<file path="config.mk">
export PLATFORM = sky130hd
export DESIGN_NAME = raiz_scheduler_flat
export DESIGN_NICKNAME = d
export VERILOG_FILES = /design/src/rtl/raiz_scheduler_if.sv /design/src/rtl/raiz_scheduler.sv /design/src/flat_wrapper.sv
export SDC_FILE = /design/constraint.sdc
export NUM_CORES = 1
export LEC_CHECK = 0
export BUFFER_PORTS_ARGS = -buffer_cell sky130_fd_sc_hd__buf_4
export CORE_UTILIZATION = 30
export CTS_CLUSTER_SIZE = 12
export DETAILED_ROUTE_END_ITERATION = 7
export PLACE_DENSITY = 0.58
export SYNTH_ARGS = -nofsm -noshare
export SYNTH_HDL_FRONTEND = slang
export SYNTH_SLANG_ARGS = --single-unit
</file>
<file path="constraint.sdc">
create_clock -name clock -period 2.2 [get_ports clock]
set_clock_uncertainty 0.2 [all_clocks]
set_input_delay 0.22 -clock clock [delete_from_list [all_inputs] [get_ports clock]]
set_output_delay 0.22 -clock clock [all_outputs]
set_load 0.01 [all_outputs]
</file>
<file path="src/rtl/raiz_scheduler_if.sv">
// Request/response and datapath bundles for the raiz square-root scheduler.
// master drives the request side / datapath controls respectively.
interface raiz_req_if #(
  parameter int N    = 8,
  parameter int NREQ = 4,
  parameter int CW   = 4
);
  localparam int IW = (NREQ > 1) ? $clog2(NREQ) : 1;

  logic [NREQ-1:0]   req;
  logic [NREQ*N-1:0] req_data;
  logic [NREQ-1:0]   ack;
  logic              busy;
  logic              resp_valid;
  logic [IW-1:0]     resp_id;
  logic [N/2-1:0]    resp_data;
  logic [CW-1:0]     resp_cycles;
  logic              resp_err;

  modport master (
    output req, req_data,
    input  ack, busy, resp_valid,
    input  resp_id, resp_data,
    input  resp_cycles, resp_err
  );

  modport slave (
    input  req, req_data,
    output ack, busy, resp_valid,
    output resp_id, resp_data,
    output resp_cycles, resp_err
  );
endinterface

interface raiz_dp_if #(
  parameter int N  = 8,
  parameter int CW = 4
);
  logic           dp_start;
  logic           dp_abort;
  logic [N-1:0]   dp_data_in;
  logic           dp_done;
  logic [N/2-1:0] dp_data_out;
  logic [CW-1:0]  dp_cycles;

  modport master (
    output dp_start, dp_abort, dp_data_in,
    input  dp_done, dp_data_out, dp_cycles
  );

  modport slave (
    input  dp_start, dp_abort, dp_data_in,
    output dp_done, dp_data_out, dp_cycles
  );
endinterface

</file>
<file path="src/rtl/raiz_scheduler.sv">
// Round-robin arbiter sharing one iterative sqrt datapath,
// with a watchdog that aborts a hung computation.
module raiz_scheduler #(
  parameter int N       = 8,
  parameter int NREQ    = 4,
  parameter int CW      = 4,
  parameter int TIMEOUT = 32
) (
  input  logic      clock,
  input  logic      reset,
  raiz_req_if.slave rq,
  raiz_dp_if.master dp
);
  localparam int IW = $clog2(NREQ);
  localparam int TW = $clog2(TIMEOUT);
  localparam logic [TW-1:0] TLAST = TW'(TIMEOUT - 1);

  localparam logic [1:0] IDLE  = 2'd0;
  localparam logic [1:0] ISSUE = 2'd1;
  localparam logic [1:0] WAIT  = 2'd2;
  localparam logic [1:0] RESP  = 2'd3;

  logic [1:0]    state;
  logic [IW-1:0] last_grant;
  logic [TW-1:0] timer;
  logic [IW-1:0] pick;

  function automatic logic [IW-1:0] wrap(input int v);
    return IW'(v % NREQ);
  endfunction

  // Scan farthest-first so the nearest set bit after last_grant wins.
  always_comb begin
    pick = last_grant;
    for (int i = NREQ; i >= 1; i--) begin
      if (rq.req[wrap(int'(last_grant) + i)])
        pick = wrap(int'(last_grant) + i);
    end
  end

  always_ff @(posedge clock or posedge reset) begin
    if (reset) begin
      state          <= IDLE;
      last_grant     <= IW'(NREQ - 1);
      timer          <= '0;
      rq.ack         <= '0;
      rq.busy        <= 1'b0;
      rq.resp_valid  <= 1'b0;
      rq.resp_id     <= '0;
      rq.resp_data   <= '0;
      rq.resp_cycles <= '0;
      rq.resp_err    <= 1'b0;
      dp.dp_start    <= 1'b0;
      dp.dp_abort    <= 1'b0;
      dp.dp_data_in  <= '0;
    end else begin
      rq.ack        <= '0;
      rq.resp_valid <= 1'b0;
      dp.dp_start   <= 1'b0;
      dp.dp_abort   <= 1'b0;
      unique case (state)
        IDLE: begin
          if (|rq.req) begin
            dp.dp_data_in <= rq.req_data[int'(pick)*N +: N];
            rq.resp_id    <= pick;
            rq.ack        <= NREQ'(1) << pick;
            dp.dp_start   <= 1'b1;
            rq.busy       <= 1'b1;
            state         <= ISSUE;
          end
        end
        ISSUE: begin
          timer      <= '0;
          last_grant <= rq.resp_id;
          state      <= WAIT;
        end
        WAIT: begin
          if (dp.dp_done) begin
            rq.resp_data   <= dp.dp_data_out;
            rq.resp_cycles <= dp.dp_cycles;
            rq.resp_err    <= 1'b0;
            rq.resp_valid  <= 1'b1;
            state          <= RESP;
          end else if (timer == TLAST) begin
            dp.dp_abort    <= 1'b1;
            rq.resp_data   <= '0;
            rq.resp_cycles <= '0;
            rq.resp_err    <= 1'b1;
            rq.resp_valid  <= 1'b1;
            state          <= RESP;
          end else begin
            timer <= timer + 1'b1;
          end
        end
        RESP: begin
          rq.busy <= 1'b0;
          state   <= IDLE;
        end
        default: state <= IDLE;
      endcase
    end
  end
endmodule

</file>
<file path="src/flat_wrapper.sv">
// flat-port wrapper written by rule: the top's interface ports become plain ports
module raiz_scheduler_flat 
#(
  parameter int N       = 8,
  parameter int NREQ    = 4,
  parameter int CW      = 4,
  parameter int TIMEOUT = 32
)
  (clock, reset, rq_req, rq_req_data, rq_ack, rq_busy, rq_resp_valid, rq_resp_id, rq_resp_data, rq_resp_cycles, rq_resp_err, dp_dp_start, dp_dp_abort, dp_dp_data_in, dp_dp_done, dp_dp_data_out, dp_dp_cycles);
  raiz_req_if #(.N(N), .NREQ(NREQ), .CW(CW)) rq_i ();
  raiz_dp_if #(.N(N), .CW(CW)) dp_i ();
  input  logic clock;
  input  logic reset;
  input wire logic [$bits(rq_i.req)-1:0] rq_req;
  input wire logic [$bits(rq_i.req_data)-1:0] rq_req_data;
  output wire logic [$bits(rq_i.ack)-1:0] rq_ack;
  output wire logic [$bits(rq_i.busy)-1:0] rq_busy;
  output wire logic [$bits(rq_i.resp_valid)-1:0] rq_resp_valid;
  output wire logic [$bits(rq_i.resp_id)-1:0] rq_resp_id;
  output wire logic [$bits(rq_i.resp_data)-1:0] rq_resp_data;
  output wire logic [$bits(rq_i.resp_cycles)-1:0] rq_resp_cycles;
  output wire logic [$bits(rq_i.resp_err)-1:0] rq_resp_err;
  output wire logic [$bits(dp_i.dp_start)-1:0] dp_dp_start;
  output wire logic [$bits(dp_i.dp_abort)-1:0] dp_dp_abort;
  output wire logic [$bits(dp_i.dp_data_in)-1:0] dp_dp_data_in;
  input wire logic [$bits(dp_i.dp_done)-1:0] dp_dp_done;
  input wire logic [$bits(dp_i.dp_data_out)-1:0] dp_dp_data_out;
  input wire logic [$bits(dp_i.dp_cycles)-1:0] dp_dp_cycles;
  assign rq_i.req = rq_req;
  assign rq_i.req_data = rq_req_data;
  assign rq_ack = rq_i.ack;
  assign rq_busy = rq_i.busy;
  assign rq_resp_valid = rq_i.resp_valid;
  assign rq_resp_id = rq_i.resp_id;
  assign rq_resp_data = rq_i.resp_data;
  assign rq_resp_cycles = rq_i.resp_cycles;
  assign rq_resp_err = rq_i.resp_err;
  assign dp_dp_start = dp_i.dp_start;
  assign dp_dp_abort = dp_i.dp_abort;
  assign dp_dp_data_in = dp_i.dp_data_in;
  assign dp_i.dp_done = dp_dp_done;
  assign dp_i.dp_data_out = dp_dp_data_out;
  assign dp_i.dp_cycles = dp_dp_cycles;
  raiz_scheduler #(.N(N), .NREQ(NREQ), .CW(CW), .TIMEOUT(TIMEOUT)) u_core (.clock(clock), .reset(reset), .rq(rq_i), .dp(dp_i));
endmodule
</file>
==> flow_summary.toml <==
[detailed_routing]
routed-wl-met3_um = 242
vias = 1596
highest_layer = "met4"
drtIter0Drc = 68
viasPerCell = 4.69
drt.antenna.violating_nets = 0
drt_first_pass_iters = 2
wirelength_met1_um = 2130
drc_errors = 0
wl_per_cell_um = 13.9
dr_wl_met2_um = 2280
drt_wl_total_um = 4720

[global_route]
grt_max_degree = 37
grt_remaining_overflow = 0
first_global_vias = 1540
grt_pass1_wl_um = 7400
antenna_found_initial = 0
grtUsageTotal_pct = 14.9

[logic_synthesis]
async_flop_share_pct = 100
netlist_area_um2 = 1910
syn-instance-count = 171
synth-seq-cells = 36
synth_top_area_share_pct = 44.5
synthTopCellsByArea = "dfrtp_1 (45%), a211oi_2 (9.8%), a22o_1 (5.5%)"
ys_seq_area_share_pct = 47.3
synth_ff_type = "dfrtp_1"
synth_cell_type_count = 36
synthesis.nets = 225
synth-warning-count = 0
synth-edff-count = 0
syn_avg_cell_area_um2 = 11.2
synth_top_area_cell = "dfrtp_1"

[place]
dp_hpwl_um = 3400
port-buffer-count = 73
gp_congestion = 0.795
place_area_um2 = 2560

[sta]
setup_violations = 0
tightest_slew_ns = 0.502
slew_headroom_pct = 66.2
fin_setup_tns_ns = 0
grt_setup_unrepaired = "no"
report.final.slew_viol_count = 0
fmax_mhz = 481
fin_crit_sh_pct = 94.4
final_hold_viol_count = 0
fin_crit_ns = 2.08

[worst_setup_path]
cpMaxStageDelayCell = "dfrtp_1"
start_kind = "register"
crit_path_max_fanout = 4
cp_common_cell = "ha_1"
arrival_ns = 2.06
criticalPathCategory = "reg2reg"
cp_cell_sequence = "ha_1 -> and3_1 -> ha_1 -> nor2_1 -> mux2_2 -> a22o_1"
worst-path-buf-inv = 0
max_stage_delay_ns = 0.42
endpoint_kind = "register"
path_delay_family = "adder cells"
worst_ep_required_time_ns = 2.18

[finish]
drive_above_1_share_pct = 44.5
fillerInstances = 589
n_antenna_cell = 0
area_delta_synth_final_pct = 44.4
design_area_um2 = 2760
fin_nets = 318

[clocking]
postCtsSetupBuffers = 0
clk_pin_slew_worst_paths_ns = 0.07
numCtsBuffers = 5
cts_root_buf = "clkbuf_8"
clockBufferDepth = 2
cts_tree = "built"
cts.sinks = 36
cts_htree_levels = 2
clk_latency_ns = 0.29

[power]
p_leak_nw = 1.36
power_density_nw_per_um2 = 1200
finalPower_mw = 3.32
irDropWorstVdd_mv = 0.502

[worst_hold_path]
min_path_type = "in2reg"

[status]
outcome = "complete, no violations"

[floorplan]
core_um2 = 6030
dieArea_um2 = 6700
io_pins = 74
fp-row-count = 28
initial_core_util_pct = 31.7
die_x_um = 81.8
die_y_um = 81.8

[flow_run]
maxCapViolations = 0
cell type report:
type | count | area (µm²) | share of cell area, %
repair buffers | 94 | 731 | 26.5
flip-flops and latches | 36 | 903 | 32.7
inverters | 14 | 52.6 | 1.90
clock inverters | 2 | 10.0 | 0.362
clock buffers | 6 | 82.6 | 2.99
well taps | 75 | 93.8 | 3.40
multi-input cells | 113 | 888 | 32.2
cells in the mapped netlist, drive strengths merged (3+ instances only):
library cell  count
nand2             5
a22o             12
ha                7
nor2b             3
and3              4
buf               4
inv              14
mux2i             8
clkbuf            4
a211oi           16
a31oi             8
o21ai             8
a21oi             4
nor2             21
and2              3
dfrtp            34
layout by cell type, fill, tap and decap left out, types with 2 or more instances in the layout:
master,Yosys,routed
clkinv_2,0,2
and3_1,3,3
and2_1,3,2
mux2_2,2,2
a31oi_1,8,8
buf_4,0,84
dfstp_2,2,2
nand2_1,5,5
nor2_1,21,21
inv_1,13,13
xnor2_1,2,2
dlygate4sd3_1,0,10
nand2b_1,2,2
a211oi_2,15,15
clkbuf_8,0,6
dfrtp_1,34,34
o21ai_1,3,3
o21ai_0,4,4
a22o_1,12,12
nor2b_2,1,2
mux2i_1,8,8
ha_1,7,7
a21oi_1,4,4
flip-flops by register name, summed over array words and instances (netlist names):
signal	flops
u_core.dp.dp_data_in	8
u_core.timer	5
u_core.rq.ack	4
u_core.rq.resp_cycles	4
u_core.rq.resp_data	4
u_core.last_grant	2
u_core.rq.resp_id	2
u_core.state	2
u_core.dp.dp_abort	1
u_core.dp.dp_start	1
u_core.rq.busy	1
u_core.rq.resp_err	1
u_core.rq.resp_valid	1
power breakdown:
group          internal [mW]  leakage (nW)  switching [mW]
Combinational          0.844         0.861           0.874
Clock                  0.250        0.0510           0.240
Sequential             0.944         0.444           0.166
cells by family (layout without fill, tap and decap cells):
logic type               after synthesis  after routing  synth area share, %
AND/OR/NAND/NOR                       41             41                 10.3
adder cells (fa/ha/maj)                7              7                 4.58
flip-flops                            36             36                 47.3
AO/OA/AOI/OAI                         52             52                 24.6
multiplexers                          10             10                 5.37
buffers and inverters                 22            116                 6.48
XOR/XNOR                               3              3                 1.37
final timing paths:
check | start | endpoint | slack (ns) | depth (start not counted)
worst max-delay path | u_core.timer[0]$_DFFE_PP0P_ | u_core.timer[1]$_DFFE_PP0P_ | 0.12 | 6
worst min-delay path | rq_req_data[23] | u_core.dp.dp_data_in[7]$_DFFE_PP0P_ | 0.09 | 3
worst max register to register | u_core.timer[0]$_DFFE_PP0P_ | u_core.timer[1]$_DFFE_PP0P_ | 0.12 | 6
worst min register to register | u_core.timer[4]$_DFFE_PP0P_ | u_core.timer[4]$_DFFE_PP0P_ | 0.30 | 1
max in group asynchronous | reset | u_core.last_grant[0]$_DFFE_PP1P_ | 1.06 | 4
min in group asynchronous | reset | u_core.dp.dp_start$_DFF_PP0_ | 0.40 | 4
metal layers:
metal,global-route usage (%),up-vias
li1,-,794
met1,19.7,759
met2,23.0,37
met3,3.89,6
met4,5.61,0
met5,0,-
worst reg2reg max path: stages (launching register included):
cell and delay, ns:
dfrtp_1 0.42, ha_1 0.22, and3_1 0.19, ha_1 0.21, nor2_1 0.19, mux2_2 0.36
a22o_1 0.18
per-stage QoR:
stage | setup WS, ns | utilization [%] | cells | hold slack [ns]
after floorplan | 0.0789 | - | 171 | 0.0861
after global placement | 0.162 | 42.6 | 322 | 0.166
after detailed placement | 0.109 | 42.6 | 322 | 0.174
after CTS | 0.101 | 45.8 | 340 | 0.0779
after global routing | 0.0331 | 45.8 | 340 | 0.0770
final | 0.122 | 45.8 | 340 | 0.0856
timing repair:
item	4_1_cts	5_1_grt
resized for setup	0	2
setup endpoints to repair	0	9
endpoints found under the hold margin	43	0
hold buffers	10	0
(Power assumes the default switching activity.)
